--- config.mk ---
export PLATFORM = sky130hd
export DESIGN_NAME = resource_arbiter
export DESIGN_NICKNAME = d
export VERILOG_FILES = /design/src/rtl/resource_arbiter.sv
export SDC_FILE = /design/constraint.sdc
export NUM_CORES = 1
export LEC_CHECK = 0
export ABC_CLOCK_PERIOD_IN_PS = 5150
export CAP_MARGIN = 20
export CORE_ASPECT_RATIO = 1.2
export CORE_MARGIN = 1.5
export CORE_UTILIZATION = 30
export DETAILED_ROUTE_END_ITERATION = 7
export GPL_ROUTABILITY_DRIVEN = 0
export PLACE_DENSITY = 0.71
export SYNTH_ARGS = -nofsm -noshare
export SYNTH_HDL_FRONTEND = slang
export SYNTH_SLANG_ARGS = --single-unit
--- constraint.sdc ---
create_clock -name clk -period 5.15 [get_ports clk]
set_clock_uncertainty 0.2 [all_clocks]
set_input_delay 1.03 -clock clk [delete_from_list [all_inputs] [get_ports clk]]
set_output_delay 1.03 -clock clk [all_outputs]
set_load 0.01 [all_outputs]
--- src/rtl/resource_arbiter.sv ---
`default_nettype none
// ============================================================================
// Module   : resource_arbiter
// Brief    : Round-robin sharing of one in-order resource between NUM_REQ
//            requesters, with a tag FIFO that routes responses back home.
// Revision : 1.0 - initial release
// ============================================================================
module resource_arbiter #(
    parameter int NUM_REQ         = 4,
    parameter int DATA_W          = 32,
    parameter int MAX_OUTSTANDING = 4
) (
    input  logic                             clk,
    input  logic                             reset,
    input  logic [NUM_REQ*DATA_W-1:0]        req_data,
    input  logic [NUM_REQ-1:0]               req_valid,
    input  logic [NUM_REQ-1:0]               req_flush,
    output logic [NUM_REQ-1:0]               req_stall,
    output logic [DATA_W-1:0]                out_data_to_resource,
    output logic                             out_valid_to_resource,
    output logic                             out_flush_to_resource,
    input  logic                             in_stall_from_resource,
    input  logic [DATA_W-1:0]                in_data_from_resource,
    input  logic                             in_valid_from_resource,
    output logic                             out_stall_to_resource,
    output logic [DATA_W-1:0]                rsp_data,
    output logic [NUM_REQ-1:0]               rsp_valid,
    input  logic [NUM_REQ-1:0]               rsp_stall,
    output logic [$clog2(MAX_OUTSTANDING):0] outstanding_cnt,
    output logic                             err_orphan
);

    localparam int CNT_W = $clog2(MAX_OUTSTANDING) + 1;
    localparam int IDX_W = (NUM_REQ > 1) ? $clog2(NUM_REQ) : 1;
    localparam int PTR_W = (MAX_OUTSTANDING > 1) ? $clog2(MAX_OUTSTANDING) : 1;

    logic [DATA_W-1:0] r_out_data;
    logic              r_out_valid;
    logic              r_out_flush;
    logic [IDX_W-1:0]  r_rr_ptr;
    logic [IDX_W-1:0]  r_tags [MAX_OUTSTANDING];
    logic [PTR_W-1:0]  r_wr_ptr;
    logic [PTR_W-1:0]  r_rd_ptr;
    logic [CNT_W-1:0]  r_count;
    logic              r_err_orphan;

    logic [DATA_W-1:0] w_req_data [NUM_REQ];
    logic [IDX_W-1:0]  w_cand     [NUM_REQ];
    logic [NUM_REQ-1:0] w_requesting;
    logic [NUM_REQ-1:0] w_eligible;
    logic              w_issue_free;
    logic              w_full;
    logic              w_empty;
    logic              w_grant_any;
    logic [IDX_W-1:0]  w_grant_idx;
    logic [IDX_W-1:0]  w_head;
    logic              w_push;
    logic              w_pop;

    assign w_requesting = req_valid | req_flush;
    assign w_issue_free = !r_out_valid || !in_stall_from_resource;
    assign w_full       = (r_count == CNT_W'(MAX_OUTSTANDING));
    assign w_empty      = (r_count == '0);

    // Flush-only beats carry no tag, so only data beats are gated by a full FIFO.
    assign w_eligible = w_issue_free
                      ? ((req_flush & ~req_valid) | (req_valid & {NUM_REQ{!w_full}}))
                      : '0;

    generate
        for (genvar i = 0; i < NUM_REQ; i++) begin : g_req
            assign w_req_data[i] = req_data[i*DATA_W +: DATA_W];
            assign w_cand[i]     = IDX_W'((int'(r_rr_ptr) + i) % NUM_REQ);
            assign req_stall[i]  = w_requesting[i]
                                 & ~(w_grant_any & (w_grant_idx == IDX_W'(i)));
        end
    endgenerate

    always_comb begin
        w_grant_any = 1'b0;
        w_grant_idx = '0;
        for (int k = 0; k < NUM_REQ; k++) begin
            if (!w_grant_any && w_eligible[w_cand[k]]) begin
                w_grant_any = 1'b1;
                w_grant_idx = w_cand[k];
            end
        end
    end

    assign w_push = w_grant_any & req_valid[w_grant_idx];
    assign w_head = r_tags[r_rd_ptr];
    assign w_pop  = !w_empty && in_valid_from_resource && !rsp_stall[w_head];

    always_comb begin
        rsp_valid = '0;
        if (!w_empty) begin
            rsp_valid[w_head] = in_valid_from_resource;
        end
    end

    assign out_stall_to_resource = !w_empty && rsp_stall[w_head];
    assign rsp_data              = in_data_from_resource;

    always_ff @(posedge clk) begin
        if (reset) begin
            r_out_data  <= '0;
            r_out_valid <= 1'b0;
            r_out_flush <= 1'b0;
            r_rr_ptr    <= '0;
        end else if (w_grant_any) begin
            r_out_data  <= w_req_data[w_grant_idx];
            r_out_valid <= req_valid[w_grant_idx];
            r_out_flush <= req_flush[w_grant_idx];
            r_rr_ptr    <= (w_grant_idx == IDX_W'(NUM_REQ - 1)) ? '0 : w_grant_idx + 1'b1;
        end else if (w_issue_free) begin
            r_out_valid <= 1'b0;
            r_out_flush <= 1'b0;
        end
    end

    always_ff @(posedge clk) begin
        if (w_push) begin
            r_tags[r_wr_ptr] <= w_grant_idx;
        end
    end

    always_ff @(posedge clk) begin
        if (reset) begin
            r_wr_ptr     <= '0;
            r_rd_ptr     <= '0;
            r_count      <= '0;
            r_err_orphan <= 1'b0;
        end else begin
            if (w_push) begin
                r_wr_ptr <= (r_wr_ptr == PTR_W'(MAX_OUTSTANDING - 1)) ? '0 : r_wr_ptr + 1'b1;
            end
            if (w_pop) begin
                r_rd_ptr <= (r_rd_ptr == PTR_W'(MAX_OUTSTANDING - 1)) ? '0 : r_rd_ptr + 1'b1;
            end
            case ({w_push, w_pop})
                2'b10:   r_count <= r_count + 1'b1;
                2'b01:   r_count <= r_count - 1'b1;
                default: r_count <= r_count;
            endcase
            if (w_empty && in_valid_from_resource) begin
                r_err_orphan <= 1'b1;
            end
        end
    end

    assign out_data_to_resource  = r_out_data;
    assign out_valid_to_resource = r_out_valid;
    assign out_flush_to_resource = r_out_flush;
    assign outstanding_cnt       = r_count;
    assign err_orphan            = r_err_orphan;

endmodule
`default_nettype wire

==> metrics.yaml <==
cells_and_area:
  fin_util_pct: 48.6
  finalInstanceArea_mm2: 0.00537
  drive_gt1_share_pct: 12.7
  diodes: 0
  nets: 684
  fillers: 1073
  synthToLayoutAreaGrowth_pct: 57.7
synth:
  synthTopCellsByCount: "dfxtp_1 (46), mux2i_1 (36), buf_4 (33), mux2_2 (33), a22oi_1 (32)"
  netlist.area_leader.share_pct: 27.1
  yosys-top-cells-area: "dfxtp_1 (27%), mux2_2 (11%), mux2i_1 (11%)"
  synthArstFlopShare_pct: 0
  synth_cells: 344
  synth-edff-count: 8
  syn_area_mm2: 0.00340
  synth-compound-area-share_pct: 17.5
  synth_most_common_cell: "dfxtp_1"
  synthSimpleGateAreaFrac_pct: 7.61
  synth_mux_area_share_pct: 24.7
  ys_types: 42
  synth.avg_cell_area_um2: 9.89
  synth_top_area_cell: "dfxtp_1"
  ys_ff_latch: 54
  synth_top_family_by_area: "multiplexers"
  synthFlopType: "dfxtp_1"
  synth_nets: 531
  synth-xor-area-share_pct: 0.515
  ys_warn_count: 0
  ys_seq_area_share_pct: 34.1
  synth_adder_area_share_pct: 4.27
clock_tree:
  post_cts_buffers: 0
  cts_buffer_depth: 2
  post_cts_resized: 0
  cts-root-buf: "clkbuf_16"
  clk_latency_ns: 0.29
  cts_max_level: 2
  numCtsBuffers: 5
  postCtsHoldBufs: 0
  cts_tree: "built"
  cts.clk_slew.worst_paths_ns: 0.07
  clkSinkCount: 54
hold_path:
  hold_class: "flop to flop"
  hold_path_startpoint: "err_orphan$_SDFFE_PP0P_"
  holdPathEnd: "err_orphan$_SDFFE_PP0P_"
  whs_path_depth: 2
sta:
  period_minus_slack_ns: 4.95
  finalMaxSlewViolations: 0
  rsz0062_at_grt: "false"
  tightest_slew_ns: 0.727
  finalSetupViolations: 0
  fmax_ghz: 0.202
  hold_viol_final: 0
  relSlewSlack_pct: 51.4
  finalSetupTns_ns: 0
  fin_crit_sh_pct: 96.2
pwr:
  seqPwrFrac_pct: 28.3
  peakVddDrop_uv: 171
  powerDensity_mw_per_mm2: 476
  power_leakage_nw: 1.98
  combPwrFrac_pct: 56.6
  internal-power_w: 0.00163
  power_switching_share_pct: 36.3
  finalPower_w: 0.00256
  p_sw_w: 0.000927
  p_clk_share_pct: 15.1
grt:
  grt_max_degree: 34
  grt_antenna_before_repair: 0
  grt_pass1_vias: 3273
  overflow: 0
  grtUsageTotal_pct: 17.0
  grt_pass1_wl_um: 15900
worst_setup_path:
  r2r_start: "outstanding_cnt[2]$_SDFFE_PP0P_"
  r2r_setup_slack_ns: 1.31
  r2r-end: "outstanding_cnt[2]$_SDFFE_PP0P_"
  worstRegToRegCells: 13
  end_kind: "output pin"
  crit_arrival_ns: 3.72
  worstPathMaxFanout: 6
  required_ns: 3.92
  worstSetupPathType: "input port to output pin"
  worst_setup_path_start_kind: "input port"
  crit_start: "req_valid[0]"
floorplanning:
  die_y_um: 120
  io_pins: 255
  die_area_mm2: 0.0120
  rows: 42
  die_w_um: 100
  start_util_pct: 30.8
  core_area_mm2: 0.0110
route:
  drtIter0Drc: 84
  dr_total_vias: 3177
  wl_um: 10300
  dr.pass1.iters: 4
  via_per_inst: 5.04
  drc_errors: 0
  ant_nets: 0
  wl_per_cell_um: 16.4
outcome:
  status: "finished, final reports clean"
place:
  hpwl_um: 8380
  placed_area_mm2: 0.00520
  portBuffers: 190
job:
  maxCapViolCount: 0
-- metal layers --
| layer | share of wire [%] | vias to the layer above | global-route usage [%] |
|---|---|---|---|
| li1 | - | 1533 | - |
| met1 | 38 | 1496 | 18.2 |
| met2 | 53 | 135 | 31.3 |
| met3 | 7.7 | 13 | 5.36 |
| met4 | 1.3 | 0 | 5.55 |
| met5 | 0 | - | 0 |
-- layout by cell type (no fill, tap or decap), drive strengths merged, types with 2 or more instances in the layout --
cell and n:
inv 10, dfxtp 46, clkbuf 5, clkdlybuf4s50 190
buf 9, o21ai 34, mux4 3, clkinvlp 2
a311oi 3, xor2 2, mux2 36, ha 10
nor2 22, a211oi 3, a21oi 10, a311o 2
mux2i 36, and2 6, nand2b 4, edfxtp 8
a22oi 32, or3 3, nand2 4, nor3 7
-- worst max path at each step --
stage	slack, ns	end
finish	0.20	req_stall[0]
global route	0.007	req_stall[1]
CTS	0.18	req_stall[1]
detailed placement	0.20	req_stall[1]
global placement	0.28	req_stall[1]
floorplan	0.91	req_stall[0]
-- power groups by stage --
stage | combinational (W) | clock (W) | sequential, W
floorplan | 0.000822 | 0 | 0.000773
global placement | 0.00143 | 0 | 0.000722
detailed placement | 0.00146 | 0 | 0.000731
finish | 0.00145 | 0.000386 | 0.000723
CTS | 0.00147 | 0.000399 | 0.000724
global route | 0.00157 | 0.000416 | 0.000747
-- logic make-up (layout without fill, tap and decap cells) --
group,count (synthesis),in the layout
buffers and inverters,63,217
multiplexers,75,75
XOR/XNOR,2,2
adder cells (fa/ha/maj),11,11
flip-flops,54,54
AO/OA/AOI/OAI,89,89
AND/OR/NAND/NOR,50,50
-- flip-flops by register name (all words and copies together), names as in the netlist, named ones only --
name	flops
out_flush_to_resource	1
r_wr_ptr	2
out_valid_to_resource	1
err_orphan	1
outstanding_cnt	3
r_rr_ptr	2
out_data_to_resource	32
r_tags	8
r_rd_ptr	2
-- critical path, cell delays in order --
cell and delay [ns]:
clkdlybuf4s50_1 0.53, nor4bb_1 0.51, nor2_1 0.13, a211oi_1 0.27, o22a_2 0.29, inv_2 0.06
ha_1 0.19, a21oi_1 0.14, clkdlybuf4s50_1 0.56
-- through the flow --
step | instances | setup WS, ns | hold WS (ns)
floorplan | 344 | 0.908 | 0.245
global placement | 622 | 0.277 | 0.246
detailed placement | 622 | 0.204 | 0.262
CTS | 630 | 0.184 | 0.278
global route | 630 | 0.00677 | 0.302
finish | 630 | 0.197 | 0.274
-- final cells by class --
cell class,count,area [um2],share of cell area [%]
multi-input cells,227,1860,34.7
flip-flops and latches,54,1160,21.6
clock buffers,5,125,2.33
clock inverters,3,45.0,0.839
well taps,132,165,3.08
repair buffers,199,1970,36.7
inverters,10,37.5,0.699
(Power assumes the default switching activity.)
